[src/rtl/rr_grant_sequencer_pkg.sv]
// Shared definitions for the round-robin grant sequencer.
//   arb_state_t : sequencer FSM state encoding (IDLE, READY, BUSY)
//   idx_width() : width of a client index for a given client count
//   next_idx()  : successor of an index modulo a client count
package rr_grant_sequencer_pkg;

  // Largest supported client count and the index width that covers it.
  localparam int MAX_N   = 16;
  localparam int MAX_IDW = 4;

  typedef enum logic [1:0] {
    IDLE  = 2'd0,
    READY = 2'd1,
    BUSY  = 2'd2
  } arb_state_t;

  // Owner index width; a single-client count still needs one bit.
  function automatic int idx_width(input int n);
    return (n < 2) ? 1 : $clog2(n);
  endfunction

  // (idx + 1) mod n, computed one bit wider than any legal index so the
  // increment of the top index cannot wrap before the compare with n.
  function automatic logic [MAX_IDW:0] next_idx(input logic [MAX_IDW:0] idx,
                                                input logic [MAX_IDW:0] n);
    logic [MAX_IDW:0] inc;
    inc = idx + (MAX_IDW+1)'(1);
    return (inc >= n) ? '0 : inc;
  endfunction

endpackage

[src/rtl/rr_grant_sequencer_pick.sv]
// Combinational rotate-priority picker.
//   req     in  N    request vector, bit i belongs to client i
//   ptr     in  IDW  client that has highest priority this round
//   winner  out IDW  first requesting client searching ptr, ptr+1, ..., wrapping
//   any_req out 1    at least one request bit is set
module rr_pick
  import rr_grant_sequencer_pkg::*;
#(
  parameter int N   = 4,
  parameter int IDW = idx_width(N)
) (
  input  logic [N-1:0]   req,
  input  logic [IDW-1:0] ptr,
  output logic [IDW-1:0] winner,
  output logic           any_req
);

  logic [MAX_IDW:0] cand;
  logic             found;

  // Walk the candidates in round-robin order starting at ptr; the first
  // requesting candidate wins and later ones are ignored.
  always_comb begin
    winner = '0;
    found  = 1'b0;
    cand   = (MAX_IDW+1)'(ptr);
    for (int k = 0; k < N; k++) begin
      if (!found && req[cand[IDW-1:0]]) begin
        winner = cand[IDW-1:0];
        found  = 1'b1;
      end
      cand = next_idx(cand, (MAX_IDW+1)'(N));
    end
  end

  assign any_req = |req;

endmodule

[src/rtl/rr_grant_sequencer.sv]
// Central round-robin sequencer granting one shared resource to N clients
// over a four-phase req/ack handshake.
//   clk       in  1    rising-edge clock
//   rst       in  1    synchronous active-high reset
//   req       in  N    per-client request
//   ack       out N    per-client acknowledge, one-hot or zero
//   sel       out IDW  current owner index, meaningful while sel_valid is high
//   sel_valid out 1    high in READY and BUSY
//   busy      out 1    high in BUSY
//   overrun   out 1    sticky: the owner held the grant beyond MAX_HOLD cycles
// Every output comes straight from a flop; req only reaches next-state logic.
module rr_grant_sequencer
  import rr_grant_sequencer_pkg::*;
#(
  parameter int N        = 4,
  parameter int IDW      = idx_width(N),
  parameter int MAX_HOLD = 15,
  parameter int CW       = 8
) (
  input  logic           clk,
  input  logic           rst,
  input  logic [N-1:0]   req,
  output logic [N-1:0]   ack,
  output logic [IDW-1:0] sel,
  output logic           sel_valid,
  output logic           busy,
  output logic           overrun
);

  arb_state_t     state_q, state_d;
  logic [IDW-1:0] ptr_q, ptr_d;
  logic [IDW-1:0] sel_q, sel_d;
  logic           sel_valid_q, sel_valid_d;
  logic [N-1:0]   ack_q, ack_d;
  logic           busy_q, busy_d;
  logic [CW-1:0]  hold_cnt_q, hold_cnt_d;
  logic           overrun_q, overrun_d;

  logic [IDW-1:0] pick_winner;
  logic           pick_any;
  logic [IDW:0]   sel_inc;

  rr_pick #(
    .N   (N),
    .IDW (IDW)
  ) u_pick (
    .req     (req),
    .ptr     (ptr_q),
    .winner  (pick_winner),
    .any_req (pick_any)
  );

  // One extra bit so sel = N-1 increments to N instead of wrapping to 0
  // before the modulo compare.
  assign sel_inc = {1'b0, sel_q} + (IDW+1)'(1);

  always_comb begin
    state_d     = state_q;
    ptr_d       = ptr_q;
    sel_d       = sel_q;
    sel_valid_d = sel_valid_q;
    ack_d       = ack_q;
    busy_d      = busy_q;
    hold_cnt_d  = hold_cnt_q;
    overrun_d   = overrun_q;
    unique case (state_q)
      IDLE: begin
        if (pick_any) begin
          sel_d       = pick_winner;
          sel_valid_d = 1'b1;
          state_d     = READY;
        end
      end
      // Grant unconditionally: a request withdrawn during READY still sees
      // one ack cycle and is released from BUSY on the following edge.
      READY: begin
        ack_d      = N'(1) << sel_q;
        busy_d     = 1'b1;
        hold_cnt_d = '0;
        state_d    = BUSY;
      end
      BUSY: begin
        if (!req[sel_q]) begin
          ack_d       = '0;
          busy_d      = 1'b0;
          sel_valid_d = 1'b0;
          // The released owner becomes lowest priority for the next round.
          ptr_d       = (sel_inc == (IDW+1)'(N)) ? '0 : sel_inc[IDW-1:0];
          state_d     = IDLE;
        end else if (hold_cnt_q == CW'(MAX_HOLD)) begin
          // Advisory only; the owner keeps the grant.
          overrun_d = 1'b1;
        end else begin
          hold_cnt_d = hold_cnt_q + CW'(1);
        end
      end
      default: begin
        state_d = IDLE;
      end
    endcase
  end

  always_ff @(posedge clk) begin
    if (rst) begin
      state_q     <= IDLE;
      ptr_q       <= '0;
      sel_q       <= '0;
      sel_valid_q <= 1'b0;
      ack_q       <= '0;
      busy_q      <= 1'b0;
      hold_cnt_q  <= '0;
      overrun_q   <= 1'b0;
    end else begin
      state_q     <= state_d;
      ptr_q       <= ptr_d;
      sel_q       <= sel_d;
      sel_valid_q <= sel_valid_d;
      ack_q       <= ack_d;
      busy_q      <= busy_d;
      hold_cnt_q  <= hold_cnt_d;
      overrun_q   <= overrun_d;
    end
  end

  assign ack       = ack_q;
  assign sel       = sel_q;
  assign sel_valid = sel_valid_q;
  assign busy      = busy_q;
  assign overrun   = overrun_q;

endmodule

[config.mk]
export PLATFORM = sky130hd
export DESIGN_NAME = rr_grant_sequencer
export DESIGN_NICKNAME = d
export VERILOG_FILES = /design/src/rtl/rr_grant_sequencer_pkg.sv /design/src/rtl/rr_grant_sequencer_pick.sv /design/src/rtl/rr_grant_sequencer.sv
export SDC_FILE = /design/constraint.sdc
export NUM_CORES = 1
export LEC_CHECK = 0
export ABC_AREA = 1
export BUFFER_PORTS_ARGS = -buffer_cell sky130_fd_sc_hd__buf_2
export CAP_MARGIN = 25
export CORE_MARGIN = 2
export CORE_UTILIZATION = 55
export DETAILED_ROUTE_END_ITERATION = 12
export PLACE_DENSITY = 0.75
export SKIP_LAST_GASP = 1
export SYNTH_ARGS = -nofsm -noshare
export SYNTH_HDL_FRONTEND = slang
export SYNTH_HIERARCHICAL = 1
export SYNTH_SLANG_ARGS = --single-unit
[constraint.sdc]
create_clock -name clk -period 4.84 [get_ports clk]
set_input_delay 0.968 -clock clk [delete_from_list [all_inputs] [get_ports clk]]
set_output_delay 0.968 -clock clk [all_outputs]
set_load 0.01 [all_outputs]
==> results of run 1 <==
[placed cells by master, fill, tap and decap left out, types with 2 or more instances in the layout]
master / netlist / layout
a21oi_1: 19 / 19
buf_2: 0 / 14
clkbuf_4: 0 / 3
dfxtp_1: 21 / 21
ha_1: 15 / 15
inv_1: 20 / 20
inv_2: 2 / 2
nand2_1: 55 / 55
nand2_2: 6 / 6
nand2_4: 5 / 5
nand3_1: 30 / 30
nand3_2: 5 / 5
nor2_1: 29 / 29
nor2_2: 2 / 2
nor2_4: 2 / 2
o21ai_0: 7 / 7
[state kept, by name, indices dropped and copies added, names as in the netlist]
register    cells
busy            1
sel             2
ack             4
state_q         2
hold_cnt_q      8
overrun         1
sel_valid       1
ptr_q           2
[metal layers]
layer | GRT usage, % | vias to the layer above
li1 | - | 763
met1 | 27.0 | 590
met2 | 29.4 | 19
met3 | 2.49 | 4
met4 | 8.64 | 0
met5 | 0 | -
[how the worst max path moves through the flow]
stage	depth (start not counted)	endpoint
floorplan	9	sel[1]
global placement	10	sel[0]
detailed placement	10	sel[1]
CTS	1	sel[0]
global route	10	sel[0]
finish	1	sel[0]
[power by group]
group          switching (uW)  total [uW]  leakage (uW)  internal, uW
logic                     235         371      0.000590           136
registers                46.2         262      0.000172           216
clock network            52.9        85.0     0.0000150          32.0
total                     334         719      0.000777           384
[layout make-up]
class / count / area, sq um
fillers: 262 / 1070
multi-input cells: 179 / 986
flip-flops and latches: 21 / 420
inverters: 24 / 97.6
repair buffers: 14 / 70.1
well taps: 31 / 38.8
clock buffers: 4 / 26.3
[cells by family (layout without fill, tap and decap cells)]
| logic type | count (synthesis) | in the layout | share of synthesized area, % |
|---|---|---|---|
| fa+ha+maj | 15 | 15 | 12.1 |
| compound gates | 27 | 27 | 8.72 |
| simple gates | 137 | 137 | 42.8 |
| buf+inv | 29 | 42 | 9.21 |
| flops | 21 | 21 | 27.1 |
[through the flow]
step                setup WS (ns)  utilization, %
detailed placement           2.82            59.5
CTS                          2.87            60.5
global route                 2.75            60.5
floorplan                    3.02               -
finish                       2.87            60.5
global placement             2.85            59.5
==> results.cfg, run 1 <==
[final_layout]
drive_gt1_share_pct = 16.5
finalNonFillerCells = 273
areaGrowthSynthToFinish_pct = 5.82
num_antenna_cells = 0
nNetsFinal = 264
stdcell_area_sq_um = 1640

[die]
pin_count = 15
rows = 19
die_y_microns = 57.1
die-width_microns = 57.1
die_area_sq_um = 3260
start_util_pct = 57.2
core_area_sq_um = 2710

[cts]
cts_max_path_buffers = 2
path_clk_slew_ns = 0.12
clock_latency_ns = 0.30
cts-root-buf = clkbuf_4
htree_levels = 1
cts.hold.buffers_added = 0
clock_sinks = 21
cts_resized = 0
cts_setup_buffers = 0
cts_tree = yes
cts_buffers = 3

[logic_synthesis]
synth_cell_types = 23
synthTopCellsByCount = nand2_1 (55), nand3_1 (30), nor2_1 (29)
syn_avg_cell_area_sq_um = 6.76
syn_nets = 250
yosysMostFrequentCell = nand2_1
syn_area_sq_um = 1550
async_reset_ff_share_pct = 0
netlist_instances = 229
ys_warn_count = 6
synth_area_leader_cell = dfxtp_1
yosysTopAreaCellShare_pct = 27.1
synth-seq-cells = 21
synth-edff-count = 0
yosysSeqAreaShare_pct = 27.1
synth.area.top_cells = dfxtp_1 (27%), nand2_1 (13%), ha_1 (12%)
synth_flop_cell = dfxtp_1

[global_routing]
grt_max_degree = 19
overflow = 0
antenna_found_initial = 0
grt_pass1_vias = 1222
grt_pass1_wl_microns = 5140
track_usage_pct = 19.2

[placement]
dp_cells = 269
placedInstanceArea_sq_um = 1610
portBuffers = 14
routabilityCongestion = 0.870
dp_hpwl_microns = 2100

[drt]
routed-wl-met2_microns = 1310
wl_met1_microns = 1470
vias_per_cell = 5.04
ant_nets = 0
dr.pass1.iters = 4
dr_wl_met3_microns = 59
vias = 1376
drc_errors = 0
drt_iter0_markers = 47
highest_layer = met4
wl_microns = 2870
route.detailed.wl_per_inst_microns = 10.5

[setup_path]
cp_max_fo = 8
reg2reg_slack_ns = 2.91
timing.rr.start = ptr_q[0]
critPathLaunch = sel[0]
critPathTopFamily = flip-flops
reg2reg_depth = 10
cp-end-kind = output port
critPathMaxStageDelay_ns = 0.51
crit_slowest_cell = dfxtp_1
cp_cell_sequence = buf_2
arrival_ns = 1.00
cp_data_required_time_ns = 3.87
start_kind = flip-flop
path_class = flip-flop to output port
reg2reg_to = sel[0]
critPathBufInv = 1

[timing]
whs_ns = 0.465
max_freq_ghz = 0.509
setup_viol_count_final = 0
drv_slew = 0
period_needed_ns = 1.97
timing.final.crit_share_pct = 40.6
setup_tns_ns = 0
rsz0062_at_grt = no
hold_violations = 0
finalClockSkew_ns = 0.00456
worst_slew_pin_slew_ns = 0.566
relSlewSlack_pct = 62.2

[hold_path]
min_to = busy
min-delay-path-class = flip-flop to flip-flop
hp-start = busy
hold_path_depth = 2

[outcome]
outcome = finished clean

[flow_run]
max_cap_viol_count = 0

[power_and_ir_drop]
power.leakage_uw = 0.000777
power_density_nw_per_um2 = 438
finalPower_uw = 719
peakVddDrop_v = 0.000294
No activity file was read; power rests on OpenSTA's default activity.
==> inputs of run 2 (changes only) <==
- ABC_AREA: 1 -> 0
- clock period: 4.84 -> 2.1 ns (I/O delays scaled with it)
==> run 2 against run 1 <==
Design area increased by 4.0%. Clock skew increased by 0.0034 ns. Power increased by 38%. Wire length increased by 17%. Critical path type is now flip-flop to flip-flop. Largest power group is now sequential cells. Highest routed layer unchanged.
==> results.cfg, run 2 <==
[outcome]
outcome = finished clean

[logic_synthesis]
syn_area_sq_um = 1510
synth_area_leader_cell = dfxtp_1
syn_avg_cell_area_sq_um = 8.55
netlist_instances = 177
yosysTopAreaCellShare_pct = 27.8
synth_cell_types = 49
synth-edff-count = 0
async_reset_ff_share_pct = 0
synth.area.top_cells = dfxtp_1 (28%), ha_1 (12%), a21oi_1 (5.0%)
syn_nets = 198
synthTopCellsByCount = dfxtp_1 (21), nand2_1 (19), a21oi_1 (15), ha_1 (15), nor2_1 (15)
yosysMostFrequentCell = dfxtp_1
yosysSeqAreaShare_pct = 27.8
synth-seq-cells = 21
ys_warn_count = 6
synth_flop_cell = dfxtp_1

[drt]
drc_errors = 0
dr.pass1.iters = 4
wl_microns = 3360
drt_iter0_markers = 65
route.detailed.wl_per_inst_microns = 14.9
vias = 1372
vias_per_cell = 6.07
ant_nets = 0

[cts]
cts_buffers = 3
cts-root-buf = clkbuf_4
path_clk_slew_ns = 0.12
clock_sinks = 21
cts_tree = yes
clock_latency_ns = 0.32
htree_levels = 1
cts_max_path_buffers = 2

[power_and_ir_drop]
power.leakage_uw = 0.000648
power_density_nw_per_um2 = 580
finalPower_uw = 989
peakVddDrop_v = 0.000536

[final_layout]
largest_reg_flops = 8
num_antenna_cells = 0
drive_gt1_share_pct = 23.6
areaGrowthSynthToFinish_pct = 12.7
top_register = hold_cnt_q
layout_common_cells = nand2_1 (19), dfxtp_1 (19), nor2_1 (15), a21oi_1 (14), buf_2 (14)
fill_cells = 239
nNetsFinal = 217

[timing]
max_freq_ghz = 0.494
period_needed_ns = 2.02
finalClockSkew_ns = 0.00795
relSlewSlack_pct = 69.9
worst_slew_pin_slew_ns = 0.439
rsz0062_at_grt = yes
whs_ns = 0.468
drv_slew = 0
timing.final.crit_share_pct = 96.3
hold_violations = 0
setup_viol_count_final = 0

[setup_path]
cp-end-kind = flip-flop
crit_end = sel[0]
reg2reg_slack_ns = 0.08
cp_max_fo = 4
arrival_ns = 2.28
reg2reg_to = sel[0]
timing.rr.start = ptr_q[1]
critPathLaunch = ptr_q[1]
start_kind = flip-flop
path_class = flip-flop to flip-flop
reg2reg_depth = 9
cp_data_required_time_ns = 2.36

[die]
start_util_pct = 56.3
die_area_sq_um = 3190
die-width_microns = 56.4
die_y_microns = 56.4
core_area_sq_um = 2690
rows = 19
pin_count = 15

[flow_run]
max_cap_viol_count = 0

[global_routing]
antenna_found_initial = 0
grt_pass1_vias = 1260
track_usage_pct = 22.4
grt_pass1_wl_microns = 5660
grt_max_degree = 24
overflow = 0

[placement]
dp_hpwl_microns = 2460
portBuffers = 14
routabilityCongestion = 0.894

[hold_path]
min-delay-path-class = flip-flop to flip-flop
run 2: cell types whose count changed after synthesis, sizes merged, moves of 4 or more:
cell    before  now
nand3b       0    4
o41ai        0    4
nor2        33   15
o311ai       0    4
nand3       35    6
clkbuf       1    5
mux2i        0    8
inv         23   11
nand2       66   19
run 2: layout make-up:
type / count / area (sq um) / share of cell area, %
multi-input cells: 138 / 1050 / 61.6
repair buffers: 21 / 123 / 7.19
clock buffers: 4 / 26.3 / 1.54
well taps: 31 / 38.8 / 2.27
inverters: 11 / 41.3 / 2.42
flip-flops and latches: 21 / 425 / 24.9
run 2: logic make-up after synthesis:
| logic type | after synthesis | share of synthesized area [%] |
|---|---|---|
| buffers and inverters | 18 | 4.63 |
| AO/OA/AOI/OAI | 50 | 24.5 |
| multiplexers | 12 | 9.51 |
| adder cells (fa/ha/maj) | 15 | 12.4 |
| flip-flops | 21 | 27.8 |
| AND/OR/NAND/NOR | 61 | 21.2 |
run 2: report_power, final:
part           switching (uW)  internal, uW
registers                24.7           424
clock network             128          74.4
logic                     196           143
run 2: metrics by stage:
| step | TNS, ns | utilization, % | area (sq um) | instances | setup WS, ns |
|---|---|---|---|---|---|
| floorplan | 0 | - | 1530 | 177 | 0.0195 |
| CTS | 0 | 62.4 | 1680 | 226 | 0.0109 |
| global route | -0.0755 | 63.5 | 1710 | 226 | -0.0755 |
| detailed placement | 0 | 61.4 | 1650 | 222 | 0.0460 |
| finish | 0 | 63.5 | 1710 | 226 | 0.0770 |
| global placement | 0 | 61.4 | 1650 | 222 | 0.102 |
run 2: worst min-delay path by stage:
stage / from / endpoint / slack (ns) / cells after the start
3_5_place_dp: ack[2] / ack[2] / 0.45 / 2
2_1_floorplan: hold_cnt_q[7] / hold_cnt_q[7] / 0.44 / 1
5_1_grt: ack[2] / ack[2] / 0.48 / 2
6_report: ack[2] / ack[2] / 0.47 / 2
4_1_cts: ack[2] / ack[2] / 0.47 / 2
3_3_place_gp: ack[1] / ack[1] / 0.44 / 2
run 2: repair_timing:
item,in CTS,in global routing
resized for setup,0,8
setup endpoints to repair,0,2
hold buffers,0,0
setup buffers,0,0
run 2: layer usage:
layer | vias to the layer above | routed length (microns) | GRT usage [%]
li1 | 694 | - | -
met1 | 650 | 1530 | 29.0
met2 | 23 | 1690 | 37.5
met3 | 5 | 88 | 3.00
met4 | 0 | 50 | 8.84
met5 | - | 0 | 0
run 2: worst max-delay path, stage by stage (launching register included):
cell,delay (ns)
dfxtp_2,0.36
inv_2,0.06
ha_1,0.21
o21ba_2,0.23
nor4b_2,0.21
a31oi_1,0.06
or4_1,0.48
o311ai_1,0.11
nand3_1,0.13
a21oi_2,0.12
